**src/rtl/wavelet_accelerator_packet_serializer.sv**
```systemverilog
// Word FIFO feeding a packet serializer: INPUT_WIDTH-bit words in, PACKET_WIDTH-bit packets out.
// Optional build macro WAVELET_SERIALIZER_MSB_FIRST_EN emits packets most-significant first.
module wavelet_accelerator_packet_serializer #(
   parameter int unsigned INPUT_WIDTH  = 32,
   parameter int unsigned PACKET_WIDTH = 8,
   parameter int unsigned DEPTH        = 2,
   localparam int unsigned N  = INPUT_WIDTH / PACKET_WIDTH,
   localparam int unsigned OW = $clog2(N),
   localparam int unsigned CW = $clog2(DEPTH + 1)
) (
   input  logic                    clk,
   input  logic                    rst,
   input  logic                    flush,
   input  logic                    in_valid,
   output logic                    in_ready,
   input  logic [INPUT_WIDTH-1:0]  data_in,
   input  logic [OW-1:0]           in_offset,
   output logic                    out_valid,
   input  logic                    out_ready,
   output logic [PACKET_WIDTH-1:0] data_out,
   output logic                    out_last,
   output logic [CW-1:0]           word_count,
   output logic                    busy
);

   localparam int unsigned AW = $clog2(DEPTH);

   typedef enum logic {IDLE, STREAM} state_t;

   state_t                  state;
   logic [INPUT_WIDTH-1:0]  word_mem [DEPTH];
   logic [OW-1:0]           off_mem  [DEPTH];
   logic [AW-1:0]           wr_ptr;
   logic [AW-1:0]           rd_ptr;
   logic [OW-1:0]           cnt;

   logic                    empty;
   logic                    full;
   logic                    push;
   logic                    xfer;
   logic                    pop;
   logic [OW-1:0]           pkt_idx;
   logic [OW-1:0]           slice;
   logic [INPUT_WIDTH-1:0]  head_word;
   logic [PACKET_WIDTH-1:0] packets [N];

   // Handshake and packet selection, all derived from registered state
   always_comb begin
      empty     = (word_count == '0);
      full      = (word_count == CW'(DEPTH));
      in_ready  = !full;
      out_valid = !empty;
      busy      = !empty;
      push      = in_valid && !full;
      head_word = word_mem[rd_ptr];
      pkt_idx   = off_mem[rd_ptr] + cnt;
`ifdef WAVELET_SERIALIZER_MSB_FIRST_EN
      slice     = OW'(N - 1) - pkt_idx;
`else
      slice     = pkt_idx;
`endif
      for (int i = 0; i < int'(N); i++) begin
         packets[i] = head_word[i*PACKET_WIDTH +: PACKET_WIDTH];
      end
      out_last  = !empty && (pkt_idx == OW'(N - 1));
      xfer      = !empty && out_ready;
      pop       = xfer && out_last;
      data_out  = empty ? '0 : packets[slice];
   end

   // Storage array carries no reset; empty/full masking hides stale entries
   always_ff @(posedge clk) begin
      if (push && !flush) begin
         word_mem[wr_ptr] <= data_in;
         off_mem[wr_ptr]  <= in_offset;
      end
   end

   // Pointers, occupancy, packet counter and state
   always_ff @(posedge clk or negedge rst) begin
      if (!rst) begin
         state      <= IDLE;
         wr_ptr     <= '0;
         rd_ptr     <= '0;
         cnt        <= '0;
         word_count <= '0;
      end else if (flush) begin
         state      <= IDLE;
         wr_ptr     <= '0;
         rd_ptr     <= '0;
         cnt        <= '0;
         word_count <= '0;
      end else begin
         if (push) begin
            wr_ptr <= wr_ptr + AW'(1);
         end
         if (xfer) begin
            if (out_last) begin
               rd_ptr <= rd_ptr + AW'(1);
               cnt    <= '0;
            end else begin
               cnt    <= cnt + OW'(1);
            end
         end
         case ({push, pop})
            2'b10:   word_count <= word_count + CW'(1);
            2'b01:   word_count <= word_count - CW'(1);
            default: word_count <= word_count;
         endcase
         case (state)
            IDLE:    if (push) state <= STREAM;
            STREAM:  if (pop && !push && word_count == CW'(1)) state <= IDLE;
            default: state <= IDLE;
         endcase
      end
   end

endmodule

```
**config.mk**
```make
export PLATFORM = sky130hd
export DESIGN_NAME = wavelet_accelerator_packet_serializer
export DESIGN_NICKNAME = d
export VERILOG_FILES = /design/src/rtl/wavelet_accelerator_packet_serializer.sv
export SDC_FILE = /design/constraint.sdc
export NUM_CORES = 1
export LEC_CHECK = 0
export ABC_AREA = 1
export BUFFER_PORTS_ARGS = -buffer_cell sky130_fd_sc_hd__buf_2
export CAP_MARGIN = 20
export CORE_MARGIN = 4
export CORE_UTILIZATION = 52
export CTS_BUF_LIST = sky130_fd_sc_hd__clkbuf_16
export DETAILED_ROUTE_END_ITERATION = 8
export GPL_TIMING_DRIVEN = 0
export PLACE_DENSITY_LB_ADDON = 0.08
export SLEW_MARGIN = 20
export SYNTH_ARGS = -nofsm -noshare
export SYNTH_HDL_FRONTEND = slang
export SYNTH_SLANG_ARGS = --single-unit
```
**constraint.sdc**
```tcl
create_clock -name clk -period 5.25 [get_ports clk]
set_input_delay 1.05 -clock clk [delete_from_list [all_inputs] [get_ports clk]]
set_output_delay 1.05 -clock clk [all_outputs]
set_load 0.01 [all_outputs]
```
---- After elaboration in Yosys (flattened, before gate mapping) ----
Memory sizes are Yosys's and may differ from the RTL's.
Cells that the tools add are included.
storage, ports and cells
  register bits after elaboration ......... 6
  bits in writable memories ............... 68
  output and inout port bits .............. 14
  logic and storage cells ................. 48
  memories ................................ 2
memories
  name      depth  bits a word  rd ports  clocked after Yosys merged registers in  write ports  RTL line  text
  word_mem  2      32           1         0                                        1            31        logic [INPUT_WIDTH-1:0] word_mem [DEPTH];
  off_mem   2      2            1         0                                        1            32        logic [OW-1:0] off_mem [DEPTH];
operators by class
  $add $sub $neg .......................... 6
  order comparisons ....................... 1
  eq/ne operators ......................... 4
  multiplexer cells ....................... 16
  bitwise operators ....................... 1
  reductions and logical operators ........ 14
operators by type and width
  kind                   count
  $mux W8                3
  $bmux W8 S2            1
  $mux W2                4
  $mux W1                7
  $eq A2 B2 Y1 const B   3
  $reduce_bool A2 Y1     3
  $logic_and A1 B1 Y1    5
  $add A2 B1 Y2 const B  2
  $pmux W2 S2            1
  $ge A3 B3 Y1 const B   1
  $logic_not A1 Y1       3
  $not A2 Y3             1
  $reduce_bool A3 Y1     1
  $add A1 B1 Y1 const B  2
  $add A2 B2 Y2          1
  $eq A2 B1 Y1 const B   1
  $logic_not A2 Y1       1
  $reduce_and A2 Y1      1
  $sub A2 B1 Y2 const B  1

---- Depth between registers and ports, before layout ----
Gate-level depths: netlist of run 1.
An unclocked memory read counts as a cell.
  depth after elaboration ................. 8
  depth in mapped cells ................... 17
  depth with buffers taken out ............ 15

---- Least setup slack after synthesis of run 1 ----
No wires, ideal clock.
  path kind ............................... input -> register
  from .................................... input port in_valid
  to ...................................... memory off_mem[0][0] (netlist bit) (enable)
  library setup time ...................... 425 ps
  arrival time ............................ 2774 ps
  data required time ...................... 4825 ps
  path slack .............................. 2051 ps
  cell stages on the path ................. 4
  cells stage by stage .................... nand2_1 > inv_1 > nand2_1 > nor2_1
between the ends
  word-level cells in the longest chain between the ends .. 4
RTL lines
  item                           RTL line  text
  from (decl)                    14        input logic in_valid,
  $logic_and A1 B1 Y1            54        push = in_valid && !full;
  $logic_and A1 B1 Y1            73        if (push && !flush) begin
  $mux W1                        73
  $mux W1 (not written as such)  75        off_mem[wr_ptr] <= in_offset;
  to (decl)                      32
Every way passes these cells.

---- Worst setup path after layout of run 1 ----
  from .................................... register rd_ptr
  to ...................................... output port data_out[6]
between the ends
  word-level cells in the longest chain between the ends .. 7
RTL lines
  item                                            RTL line  text
  from (decl)                                     34        logic [AW-1:0] rd_ptr;
  from (signal assigned)                          99        rd_ptr <= rd_ptr + AW'(1);
  $mem_v2 Z2 W2                                   n/a
  $add A2 B2 Y2                                   56        pkt_idx = off_mem[rd_ptr] + cnt;
  $not A2 Y3 (not written as such)                68        data_out = empty ? '0 : packets[slice];
  $bmux W8 S2 (*)                                 68
  $mux W8 (not written as such) (*) (2 in a row)  68
  $mux W8 (*)                                     68
  to (decl)                                       20        output logic [PACKET_WIDTH-1:0] data_out,
Every way passes the cells marked *; elsewhere a longest branch is shown, timed or not. The select of a mux whose other input is x is not followed.

==> run metrics, run 1 <==
outcome=finished, final reports clean; IO Count=53; Starting Density=55.00%; worst vdd ir=244.8 uV; CTS Root Cell=clkbuf_16; Critical Path End Type=output pin; multi-input logic area=805.8 sq um; HP Class=in2async; crit start category=flip-flop; # fillers=446; Total Wirelength=between 6000 and 7000 um; H-tree levels=3; Yosys reg bits=74; Top delay family on crit path=buffers and inverters; largest net degree at the start of global routing=27; Sink Count=74; maxcap violations=0; critical path's largest stage delay=0.37 ns; Post-Synthesis Cell Area=around 3100 sq um; clock skew=0.004234 ns; Layout area overhead=21.60%; CP Cell Sequence=buf_6 > inv_6 > buf_2 > nand2_1 > nand2_1 > ha_1 > buf_2 > inv_1 > buf_4 > o21ai_0 > o221a_2 > nor3_2 > buf_2; Cells after Synth=255; GP Congestion=0.7233; Sum Neg Setup Slack=0 ns; fraction of layout cells with a size suffix above 1=29.85%; Num CTS Buffers=9; Pleak=1.524 nW; syn avg cell area=12.24 sq um; DIE AREA=roughly 7300 sq um; Pre-antenna DRT Iters=4; CP dominant cell by count=buf_2; CTS resizes=0; post-route minimum period=3.884 ns; nets=360; crit path max fanout=10; Pwr Density=between 400 and 500 nW/um^2; chip height=85.48 um; hold-fix buffers at CTS=0; number of global-route vias before repair=2233; total global routing overflow=0; WP data required=around 4.2 ns; num rows=27; Worst-Margin Slew=0.6128 ns; drt drc=0; first-pass GRT wire length=between 10000 and 15000 um; ANT cells=0; initial antenna violation count=0; CP Class=reg2out; GRT Util Overall=19.47%; DRT iter0 DRCs=around 160; PortBufs=52; Clk Latency, worst-skew pair=0.33 ns; Mapped Nets=295; final core utilization=66.89%; synth warn=0; RSZ-0062 raised after global routing=false; Critical path buffers and inverters=7; register area share after synthesis=70.22%; arrival time at the worst endpoint=2.83 ns; Clk pin slew, worst setup/hold paths=0.06 ns; final setup fails=0; Slew headroom=59.15%; distinct cell type count after synthesis=29; Main synth FF type=edfxtp_1; Post-DRT Antenna Nets=0; Vias=2138; Slew Viols, Final=0; CTS max path bufs=2; drt wl/cell=around 16 um; Post-synth EDFFs=68; final hold vios=0; area of the core=5675 sq um; storage element area=2192 sq um; die width=85.48 um; postcts setup bufs=0; asr flop ratio synth=under 10%; Max Fclk=0.2574 GHz; Crit-path slowest cell=dfrtp_1; Final HPWL DP=4405 um; CTS tree=built; final worst-path cycle share=roughly three quarters; vias per inst=around 5.4
## report_power, final
| group | internal, mW | switching (mW) | total [mW] |
|---|---|---|---|
| clock | 0.313 | 0.219 | 0.533 |
| combinational | 0.128 | 0.217 | 0.345 |
| sequential | 0.682 | 0.0128 | 0.695 |
## path summary, 6_finish.rpt
| kind | end | slack, ns | startpoint | cells after the start |
|---|---|---|---|---|
| worst max-delay path | data_out[6] | 1.37 | rd_ptr | 13 |
| worst min-delay path | wr_ptr | 0.54 | rst | 1 |
| worst max register to register | word_count[0] | 3.05 | rd_ptr | 16 |
| worst min register to register | wr_ptr | 0.56 | wr_ptr | 1 |
| max in group asynchronous | cnt[1] | 4.55 | rst | 1 |
| min in group clk | wr_ptr | 0.56 | wr_ptr | 1 |
## area by class of cell
cell class	count	share of cell area (%)
buffer	13	2.142
clock buffer	9	5.933
clock inverter	7	0.9558
inverter	14	1.516
multi-input combinational	154	21.23
sequential	74	57.75
tap	72	2.373
timing repair buffer	54	8.108
## metal layers
layer,GRT usage [%],wire length (um),up-vias
li1,-,-,1036
met5,0,0,-
met4,10.36,113,0
met2,32.27,3260,61
met1,22.58,2761,1031
met3,6.019,391,10
## placed cells by master (no fill, tap or decap)
cell type   count
dfrtp_1         6
nor2_4          3
nor3_2          1
buf_6           2
clkinv_2        1
o22ai_1         1
o21ai_0        18
clkinv_1        3
edfxtp_1       68
buf_16          1
o221a_2         8
nand3_1        17
inv_6           2
nand4_4         1
ha_1            1
buf_4           2
nor3_1          8
nor2_1         19
nand2_4         1
nand2_1        58
clkbuf_2        1
nand4_1         2
clkinvlp_4      1
buf_2          59
xnor2_1         1
a21oi_1         9
a21oi_2         1
buf_12          1
inv_1          14
nand2_2         1
nand3_2         2
or2_0           1
clkbuf_16       9
clkbuf_1        1
xor2_1          1
## Yosys cell counts, types with 2 or more instances
library cell  number  area [sq um]
dfrtp_1            6         150.1
nand3_1           17         85.08
nand4_1            2         12.51
edfxtp_1          68          2042
buf_6              2         22.52
nand3_2            2         20.02
o21ai_0           18         90.09
a21oi_1            9         45.04
nand2_1           58         217.7
nor3_1             8         40.04
buf_4              2         15.01
buf_2              7         35.03
inv_1             13         48.80
nor2_1            21         78.83
o221a_2            8         90.09
## sequential cells by signal (all words and copies together) (netlist names)
name and flops:
word_mem 64, cnt 2, rd_ptr 1, wr_ptr 1
off_mem 4, word_count 2
## stage by stage
step                      hold slack (ns)  setup WS [ns]  instance area (sq um)  cells  power [mW]
after global placement             0.4740          1.060                   3472    379       1.042
final                              0.5423          1.366                   3796    397       1.572
after CTS                          0.5371          1.335                   3796    397       1.584
after global routing               0.5476          1.128                   3796    397       1.648
after floorplan                    0.4580          2.051                   3122    255      0.9290
after detailed placement           0.5483          1.694                   3535    381       1.053
## cell families (layout without fill, tap and decap cells)
| kind of cell | after synthesis | after routing | synth area share [%] |
|---|---|---|---|
| xor+xnor | 2 | 2 | 0.5612 |
| buf+inv | 27 | 97 | 4.448 |
| simple gates | 114 | 114 | 16.67 |
| fa+ha+maj | 1 | 1 | 0.4007 |
| compound gates | 37 | 37 | 7.696 |
| flops | 74 | 74 | 70.22 |
(Power assumes the default switching activity.)
==> inputs of run 2 (changes only) <==
CORE_UTILIZATION = 50   (was 52)
clock period = 3.38 ns   (was 5.25 ns; I/O delays follow)
==> run metrics, run 2 (synthesis results as in run 1) <==
outcome=finished, final reports clean (unchanged); post-route minimum period=roughly 3.2 ns; Worst R2R Start=rd_ptr (unchanged); Vias=2114 (was 2138); Total Wirelength=6611 um (was 6527 um); nets=359 (was 360); Layout area overhead=25.61% (was 21.60%); Top Usage Layer GRT=met2 (unchanged); CTS max path bufs=2 (unchanged); first-pass GRT wire length=10540 um (was 10470 um); most frequent cells in the layout=edfxtp_1, nand2_1, buf_2 (was edfxtp_1, buf_2, nand2_1); Worst-Margin Slew=0.5637 ns (was 0.6128 ns); Starting Density=52.11% (was 55.00%); largest net degree at the start of global routing=22 (was 27); CTS Root Cell=clkbuf_16 (unchanged); initial antenna violation count=0 (unchanged); crit start category=flip-flop (unchanged); Post-Place Cell Area=3546 sq um (was 3535 sq um); Critical Path End Type=output pin (unchanged); Slew Viols, Final=0 (unchanged); DIE AREA=7572 sq um (was 7307 sq um); final core utilization=65.46% (was 66.89%); clock skew=0.003924 ns (was 0.004234 ns); final setup fails=0 (unchanged); worst vdd ir=417.5 uV (was 244.8 uV); fin cells=399 (was 397); GRT Util Overall=19.14% (was 19.47%); total global routing overflow=0 (unchanged); area of the core=5991 sq um (was 5675 sq um); Max Fclk=0.3080 GHz; CTS tree=built (unchanged); HP Class=in2async (unchanged); ANT cells=0 (unchanged); vias per inst=5.298 (was 5.385); CP Launch Point=rd_ptr (unchanged); hold-fix buffers at CTS=0 (unchanged); drt drc=0 (unchanged); Pwr Density=710.8 nW/um^2 (was 414.2 nW/um^2); DRT iter0 DRCs=154 (was 159); final worst-path cycle share=96.05%; commonest non-fill, non-tap cell in the layout=edfxtp_1 (unchanged); Pleak=1.573 nW (was 1.524 nW); cell total after placement=384 (was 381); Pre-antenna DRT Iters=4 (unchanged); final hold vios=0 (unchanged); H-tree levels=3 (unchanged); arrival time at the worst endpoint=2.57 ns (was 2.83 ns); number of flip-flops in the largest register=64 (unchanged); RSZ-0062 raised after global routing=false (unchanged); GR Util met3=5.109% (was 6.019%); IO Count=53 (unchanged); num rows=28 (was 27); Clk pin slew, worst setup/hold paths=0.06 ns (about the same); Largest regs=word_mem: 64 flops, off_mem: 4 flops (unchanged); GP Congestion=0.7597 (was 0.7233); Final HPWL DP=4396 um (was 4405 um); chip height=87.02 um (was 85.48 um); post-route cell area=3921 sq um (was 3796 sq um); WP data required=2.70 ns (was 4.20 ns); M1 GR Usage=25.90% (was 22.58%); Clk Latency, worst-skew pair=0.34 ns (was 0.33 ns); PortBufs=52 (unchanged); number of global-route vias before repair=2064 (was 2233); maxcap violations=0 (unchanged); Post-DRT Antenna Nets=0 (unchanged); die width=87.02 um (was 85.48 um); Slew headroom=62.33% (was 59.15%); CP Class=reg2out (unchanged); drt wl/cell=16.57 um (was 16.44 um); fraction of layout cells with a size suffix above 1=31.17% (was 29.85%); met2 global-route usage=29.05% (was 32.27%); final hold slack=0.1634 ns (was 0.5423 ns); Sink Count=74 (unchanged); Top reg by flops=word_mem (unchanged); Num CTS Buffers=9 (unchanged); crit path max fanout=19 (was 10)
-- run 2: cell count changes in the layout (fill, tap and decap cells not counted), sizes merged --
cell	change
buf	-1
bufinv	+4
inv	-1
clkinv	-3
-- run 2: worst paths after layout --
path / to / slack (ns) / cells past startpoint
setup / recovery: data_out[0] / 0.13 / 12
max in group asynchronous: rd_ptr / 3.07 / 1
setup reg to reg: word_count[1] / 1.35 / 11
min in group clk: word_mem[1][19] / 0.53 / 1
hold reg to reg: wr_ptr / 0.57 / 1
hold / removal: word_count[1] / 0.16 / 1
-- run 2: through the flow --
stage          total power, mW  TNS (ns)  worst slack [ns]
3_3_place_gp             1.622    -26.91           -0.4070
2_1_floorplan            1.443         0            0.5551
6_report                 2.787         0            0.1335
3_5_place_dp             1.639         0            0.2020
5_1_grt                  2.909         0           0.05065
4_1_cts                  2.806         0           0.06209
-- run 2: timing repair --
item,CTS,global route
resized for setup,2,1
setup buffers,1,0
setup endpoints to repair,8,5
hold endpoints to repair,0,0
-- run 2: area by class of cell --
type | instances | area, sq um
Inverter | 14 | 61.31
Tap cell | 75 | 93.84
Fill cell | 449 | 2069
Sequential cell | 74 | 2192
Buffer | 11 | 73.82
Clock buffer | 9 | 225.2
Multi-Input combinational cell | 154 | 810.8
Clock inverter | 7 | 141.4
Timing Repair Buffer | 55 | 322.8
-- run 2: critical path: stages (launching register included) --
cell and delay, ns:
dfrtp_1 0.37, buf_6 0.17, inv_6 0.15, nand2_1 0.07
nand2_1 0.08, ha_1 0.22, buf_4 0.18, clkinvlp_4 0.09
buf_4 0.15, o21ai_0 0.09, o221a_2 0.24, nor3_1 0.23
buf_2 0.19
-- run 2: power by group --
group / total [mW] / switching, mW / leakage, nW / internal, mW
registers: 1.08 / 0.0218 / 0.703 / 1.06
logic: 0.552 / 0.345 / 0.689 / 0.207
clock network: 1.15 / 0.358 / 0.181 / 0.796
total: 2.79 / 0.725 / 1.57 / 2.06
-- run 2: layer usage --
metal | vias up | routed length, um
li1 | 1043 | -
met1 | 1003 | 3034
met2 | 57 | 3105
met3 | 11 | 335
met4 | 0 | 136
met5 | - | 0
